$ cat src/rtl/mips_multicycle_ctrl.sv
// Main control FSM for a multi-cycle MIPS datapath.
// It sequences the shared ALU, the unified memory port, the IR and the register file,
// taking 3-5 cycles per instruction plus any memory wait cycles.
// There is one state register. The control outputs are decoded from the current state.
// A few outputs also follow mem_ready or zero in the same cycle, so that the PC/IR load
// and the branch decision happen in the cycle that needs them.

module mips_multicycle_ctrl #(
    parameter int STALL_EN = 1
) (
    input  logic       clk,
    input  logic       rst_n,
    input  logic [5:0] opcode,
    input  logic       mem_ready,
    input  logic       zero,
    output logic       pc_en,
    output logic       iord,
    output logic       mem_read,
    output logic       mem_write,
    output logic       ir_write,
    output logic       reg_dst,
    output logic       mem_to_reg,
    output logic       reg_write,
    output logic       alu_src_a,
    output logic [1:0] alu_src_b,
    output logic [1:0] alu_op,
    output logic [1:0] pc_src,
    output logic       instr_done,
    output logic       illegal_op,
    output logic [3:0] state
);

    localparam logic [5:0] OP_R    = 6'b000000;
    localparam logic [5:0] OP_LW   = 6'b100011;
    localparam logic [5:0] OP_SW   = 6'b101011;
    localparam logic [5:0] OP_BEQ  = 6'b000100;
    localparam logic [5:0] OP_ADDI = 6'b001000;
    localparam logic [5:0] OP_J    = 6'b000010;

    typedef enum logic [3:0] {
        S_IDLE   = 4'd0,
        S_FETCH  = 4'd1,
        S_DECODE = 4'd2,
        S_MEMADR = 4'd3,
        S_MEMRD  = 4'd4,
        S_MEMWB  = 4'd5,
        S_MEMWR  = 4'd6,
        S_EXEC   = 4'd7,
        S_ALUWB  = 4'd8,
        S_BRANCH = 4'd9,
        S_ADDIEX = 4'd10,
        S_ADDIWB = 4'd11,
        S_JUMP   = 4'd12,
        S_TRAP   = 4'd13
    } state_t;

    state_t r_state;
    logic   r_illegal;
    logic   w_ready;

    // When stalling is disabled, every memory access completes in its first cycle.
    assign w_ready = (STALL_EN != 0) ? mem_ready : 1'b1;

    // State sequencing and the sticky illegal-opcode flag.
    always_ff @(posedge clk) begin
        if (!rst_n) begin
            r_state   <= S_IDLE;
            r_illegal <= 1'b0;
        end else begin
            case (r_state)
                S_IDLE:   r_state <= S_FETCH;
                S_FETCH:  if (w_ready) r_state <= S_DECODE;
                S_DECODE: begin
                    case (opcode)
                        OP_LW, OP_SW: r_state <= S_MEMADR;
                        OP_R:         r_state <= S_EXEC;
                        OP_BEQ:       r_state <= S_BRANCH;
                        OP_ADDI:      r_state <= S_ADDIEX;
                        OP_J:         r_state <= S_JUMP;
                        default: begin
                            r_state   <= S_TRAP;
                            r_illegal <= 1'b1;
                        end
                    endcase
                end
                // The IR holds the opcode steady, so it still selects between load and store here.
                S_MEMADR: r_state <= (opcode == OP_LW) ? S_MEMRD : S_MEMWR;
                S_MEMRD:  if (w_ready) r_state <= S_MEMWB;
                S_MEMWB:  r_state <= S_FETCH;
                S_MEMWR:  if (w_ready) r_state <= S_FETCH;
                S_EXEC:   r_state <= S_ALUWB;
                S_ALUWB:  r_state <= S_FETCH;
                S_BRANCH: r_state <= S_FETCH;
                S_ADDIEX: r_state <= S_ADDIWB;
                S_ADDIWB: r_state <= S_FETCH;
                S_JUMP:   r_state <= S_FETCH;
                S_TRAP:   r_state <= S_TRAP;
                default:  r_state <= S_IDLE;
            endcase
        end
    end

    // Datapath control decode. Any output that a state does not drive stays 0.
    always_comb begin
        pc_en      = 1'b0;
        iord       = 1'b0;
        mem_read   = 1'b0;
        mem_write  = 1'b0;
        ir_write   = 1'b0;
        reg_dst    = 1'b0;
        mem_to_reg = 1'b0;
        reg_write  = 1'b0;
        alu_src_a  = 1'b0;
        alu_src_b  = 2'b00;
        alu_op     = 2'b00;
        pc_src     = 2'b00;
        instr_done = 1'b0;
        case (r_state)
            S_FETCH: begin
                mem_read  = 1'b1;
                alu_src_b = 2'b01;
                ir_write  = w_ready;
                pc_en     = w_ready;
            end
            S_DECODE: begin
                alu_src_b = 2'b11;
            end
            S_MEMADR: begin
                alu_src_a = 1'b1;
                alu_src_b = 2'b10;
            end
            S_MEMRD: begin
                mem_read = 1'b1;
                iord     = 1'b1;
            end
            S_MEMWB: begin
                reg_write  = 1'b1;
                mem_to_reg = 1'b1;
                instr_done = 1'b1;
            end
            S_MEMWR: begin
                mem_write  = 1'b1;
                iord       = 1'b1;
                instr_done = w_ready;
            end
            S_EXEC: begin
                alu_src_a = 1'b1;
                alu_op    = 2'b10;
            end
            S_ALUWB: begin
                reg_write  = 1'b1;
                reg_dst    = 1'b1;
                instr_done = 1'b1;
            end
            S_BRANCH: begin
                alu_src_a  = 1'b1;
                alu_op     = 2'b01;
                pc_src     = 2'b01;
                pc_en      = zero;
                instr_done = 1'b1;
            end
            S_ADDIEX: begin
                alu_src_a = 1'b1;
                alu_src_b = 2'b10;
            end
            S_ADDIWB: begin
                reg_write  = 1'b1;
                instr_done = 1'b1;
            end
            S_JUMP: begin
                pc_src     = 2'b10;
                pc_en      = 1'b1;
                instr_done = 1'b1;
            end
            default: ;
        endcase
    end

    assign illegal_op = r_illegal;
    assign state      = r_state;

endmodule

$ cat config.mk
export PLATFORM = sky130hd
export DESIGN_NAME = mips_multicycle_ctrl
export DESIGN_NICKNAME = d
export VERILOG_FILES = /design/src/rtl/mips_multicycle_ctrl.sv
export SDC_FILE = /design/constraint.sdc
export NUM_CORES = 1
export LEC_CHECK = 0
export ABC_CLOCK_PERIOD_IN_PS = 3100
export BUFFER_PORTS_ARGS = -buffer_cell sky130_fd_sc_hd__buf_2
export CAP_MARGIN = 20
export CORE_UTILIZATION = 48
export DETAILED_ROUTE_END_ITERATION = 7
export HOLD_SLACK_MARGIN = 0.12
export PLACE_DENSITY = 0.88
export SLEW_MARGIN = 40
export SYNTH_ARGS = -nofsm -noshare
export SYNTH_HDL_FRONTEND = slang
export SYNTH_SLANG_ARGS = --single-unit
export TNS_END_PERCENT = 5
$ cat constraint.sdc
create_clock -name clk -period 3.1 [get_ports clk]
set_clock_uncertainty 0.15 [all_clocks]
set_input_delay 0.31 -clock clk [delete_from_list [all_inputs] [get_ports clk]]
set_output_delay 0.31 -clock clk [all_outputs]
set_load 0.005 [all_outputs]
Word-level counts from Yosys, hierarchy flattened

Index checks and enable logic that the tools add are counted.

Flip-flop bits (word level): 5
Output and inout bits: 21

Equal/unequal tests: 21
Multiplexer cells: 19
Bitwise operators: 1
Reductions and logical operators: 13

Operators by type and width:

| cell                 | number |
|---|---|
| $pmux W4 S9          | 1 |
| $eq A4 B4 Y1 const B | 6 |
| $pmux W4 S5          | 1 |
| $eq A4 B3 Y1 const B | 4 |
| $eq A6 B6 Y1 const B | 2 |
| $mux W4              | 3 |
| $reduce_or A6 Y1     | 2 |
| $eq A4 B2 Y1 const B | 2 |
| $mux W1              | 8 |
| $pmux W2 S2          | 2 |
| $reduce_or A2 Y1     | 4 |
| $eq A6 B2 Y1 const B | 1 |
| $eq A6 B3 Y1 const B | 1 |
| $eq A6 B4 Y1 const B | 1 |
| $logic_not A6 Y1     | 1 |
| $ne A2 B2 Y1 const B | 3 |
| $pmux W2 S3          | 1 |
| $reduce_or A5 Y1     | 1 |
| $eq A4 B1 Y1 const B | 1 |
| $logic_not A4 Y1     | 1 |
| $reduce_or A4 Y1     | 1 |
| $pmux W1 S3          | 1 |
| $reduce_and A3 Y1    | 1 |
| $reduce_or A3 Y1     | 1 |
| 4 further kinds      | 4 |

Longest topological paths before layout

Word-level depth: 4
Depth in mapped cells: 5
Depth with buffers taken out: 4

Least setup slack after synthesis

OpenSTA, ideal clock, no wires.

Path kind: flip-flop to output port
Start: reg r_state[3] (netlist: state[3])
End: out pc_en
Arrival: 1.190 ns
Required time: 2.640 ns
Path slack: 1.450 ns
Cell stages (with the launch flop): 5
Cells stage by stage: dfxtp_1 buf_4 nand2_1 nor3_1 a211o_1

Longest elaborated chain between the ends: 2

Ends and longest elaborated chain:

| what                                         | RTL line | source |
|---|---|---|
| start, declared                              | 57       | `state_t r_state;` |
| start signal, assigned                       | 87       | `S_MEMADR: r_state <= (opcode == OP_LW) ? S_MEMRD : S_MEMWR;` |
| $eq A4 B4 Y1 or $eq A4 B1 Y1 (tied branches) | 118      | `case (r_state)` |
| $pmux W1 S3 *                                | 118      |  |
| end, declared                                | 16       | `output logic pc_en,` |

Every way passes the cells marked *; elsewhere a longest branch is shown, timed or not.

Worst setup path in the final report

Start: reg r_state[0] (netlist: state[0])
End: out instr_done

Longest elaborated chain between the ends: 3

Ends and longest elaborated chain:

| what                                         | RTL line | source |
|---|---|---|
| $eq A4 B4 Y1 or $eq A4 B3 Y1 (tied branches) | 118      |  |
| $reduce_or A5 Y1 (no line)                   | --       |  |
| $pmux W1 S2 *                                | 118      |  |
| end, declared                                | 28       | `output logic instr_done,` |

Marks and branches as above.

==> impl_metrics.json <==
{
  "ir_drop_v": 0.000274,
  "wl_um": 1670,
  "yosys_most_used_dff": "dfxtp_1",
  "cts_buffers": 3,
  "cts_num_sinks": 5,
  "cts_setup_buffers": 0,
  "slowest_stage": "dfxtp_1",
  "reg2regPathDepth": 4,
  "dr.pass1.iters": 4,
  "synth_top_area_frac": 0.159,
  "track_usage": 0.251,
  "die_y_um": 38.2,
  "cts-resized-gates": 0,
  "syn_to_final_growth_pct": 22.6,
  "ys_ff_latch": 5,
  "critPathKind": "register to primary output",
  "netlist_top_cells_area": "dfxtp_1 16%, nor2_1 7.7%, nor3_1 5.6%",
  "vias": 774,
  "grt_first_pass_wirelength_um": 2620,
  "detail_route.iter0.violations": 45,
  "cp_max_fo": 14,
  "htree_num_levels": 1,
  "syn_nets": 96,
  "use_met3": 0.0174,
  "ctsHoldBuffers": 0,
  "ant_nets": 0,
  "yosysTopAreaCell": "dfxtp_1",
  "cp_top_family": "flip-flops",
  "finalSetupViolations": 0,
  "cp.required_ps": 2640,
  "critical_path.endpoint_type": "primary output",
  "start_util": 0.545,
  "row_count": 12,
  "max_freq_mhz": 451,
  "cp.arrival_ps": 1760,
  "yosysSeqAreaShare": 0.159,
  "whs_path_depth": 2,
  "cts_tree": "done",
  "synth.avg_cell_area_um2": 7.33,
  "port_buffers": 30,
  "max_slew_margin": 0.582,
  "hold_viol": 0,
  "synthArstFlopShare": 0,
  "path_cells": "nor2b_1 > nand2_1 > a21oi_1 > a211o_1 > buf_2",
  "rsz0062_at_grt": "false",
  "die_area_mm2": 0.00146,
  "power_leakage_nw": 0.356,
  "setup_tns_ps": 0,
  "fill_cells": 108,
  "synth-edff-count": 0,
  "busiest_layer": "met2",
  "use_met1": 0.344,
  "worst_pin_slew_ps": 626,
  "ys_warn_count": 0,
  "synthDistinctLibCells": 37,
  "synthesis.area_um2": 631,
  "synth_common_cells": "13 x nor2_1, 7 x nor3_1, 5 x a21oi_1, 5 x dfxtp_1",
  "grt_max_degree": 27,
  "crit_cells": 5,
  "place.gp.congestion": 0.884,
  "synth_cells": 86,
  "nets": 125,
  "antenna_found_initial": 0,
  "place_hpwl_um": 1200,
  "yosysMostFrequentCell": "nor2_1",
  "fp.coreArea_mm2": 0.00116,
  "drive_above_1_share": 0.342,
  "drt-vias-per-instance": 6.05,
  "wire_per_inst_um": 13.0,
  "cts_buffer_depth": 2,
  "p_per_area_mw_per_mm2": 404,
  "die_w_um": 38.2,
  "grt-ovfl-total": 0,
  "route.detailed.drc": 0,
  "cts_root_buffer": "clkbuf_4",
  "finalHoldWorstSlack_ps": 204,
  "met2_usage": 0.390,
  "grt_pass1_vias": 611,
  "worstSetupStartpointType": "register",
  "critPathBufInv": 1,
  "slowest_delay_ps": 620,
  "maxSlewViolCount": 0,
  "clkTransAtPathRegs_ps": 40,
  "post-route-min-period_ps": 2220,
  "diodes": 0,
  "maxCapViolations": 0,
  "clk_latency_ps": 240,
  "ios": 31,
  "period_share": 0.716,
  "min_path_type": "input port to register",
  "outcome": "completed"
}
placed cells by master, fill, tap and decap left out, types with 2 or more instances in the layout:
cell type,n
buf_2,30
nor2_1,13
nor3_1,7
a21oi_1,5
nand2_1,4
nand2b_1,4
nand3_1,4
dfxtp_1,4
xnor2_1,3
nor4_1,3
o21a_1,3
clkbuf_4,3
and3_1,2
a211o_1,2
o21ai_0,2
nor4b_2,2
worst register-to-register path: cells and delay by family (launching register included):
family	cells	cell delay (ps)
AND/OR/NAND/NOR	1	300
flip-flops	1	710
buffers and inverters	1	150
AO/OA/AOI/OAI	2	380
power by group:
part	switching, mW	internal, mW
Clock	0.0269	0.0487
Combinational	0.0638	0.0670
Sequential	0.0334	0.0728
Total	0.124	0.189
registers in the layout (all words and copies together), names as in the netlist:
| name | count |
|---|---|
| state | 4 |
| illegal_op | 1 |
final cells by class:
| cell class | instances | area, um2 | share of cell area |
|---|---|---|---|
| tap | 14 | 17.5 | 0.0227 |
| sequential | 5 | 101 | 0.131 |
| clock buffer | 4 | 26.3 | 0.0340 |
| timing repair buffer | 30 | 150 | 0.194 |
| inverter | 1 | 3.75 | 0.00485 |
| multi-input combinational | 74 | 474 | 0.613 |
through the flow:
stage           util  setup slack (ps)  power, mW  area, um2  std cells
2_1_floorplan      -              1450      0.196        631         86
3_3_place_gp   0.645              1080      0.235        746        124
3_5_place_dp   0.645              1100      0.236        746        124
4_1_cts        0.668               828      0.314        772        128
5_1_grt        0.669               699      0.336        773        128
6_report       0.669               880      0.313        773        128
kinds of logic after synthesis:
logic type / count (synthesis) / share of synthesized area
AO/OA/AOI/OAI: 22 / 0.256
XOR/XNOR: 3 / 0.0417
adder cells (fa/ha/maj): 1 / 0.0159
buffers and inverters: 7 / 0.0893
flip-flops: 5 / 0.159
multiplexers: 1 / 0.0159
AND/OR/NAND/NOR: 47 / 0.423
final timing paths:
path                   start         end  slack, ps
hold / removal         rst_n    state[0]        200
hold reg to reg   illegal_op  illegal_op        320
setup reg to reg    state[1]    state[1]       1300
setup / recovery    state[0]  instr_done        880
routing by layer:
metal	up-vias	part of all wire
li1	378	-
met1	347	0.46
met2	47	0.46
met3	2	0.076
met4	0	0.0072
met5	-	0
Note: power is estimated with default switching activity, not from simulation.
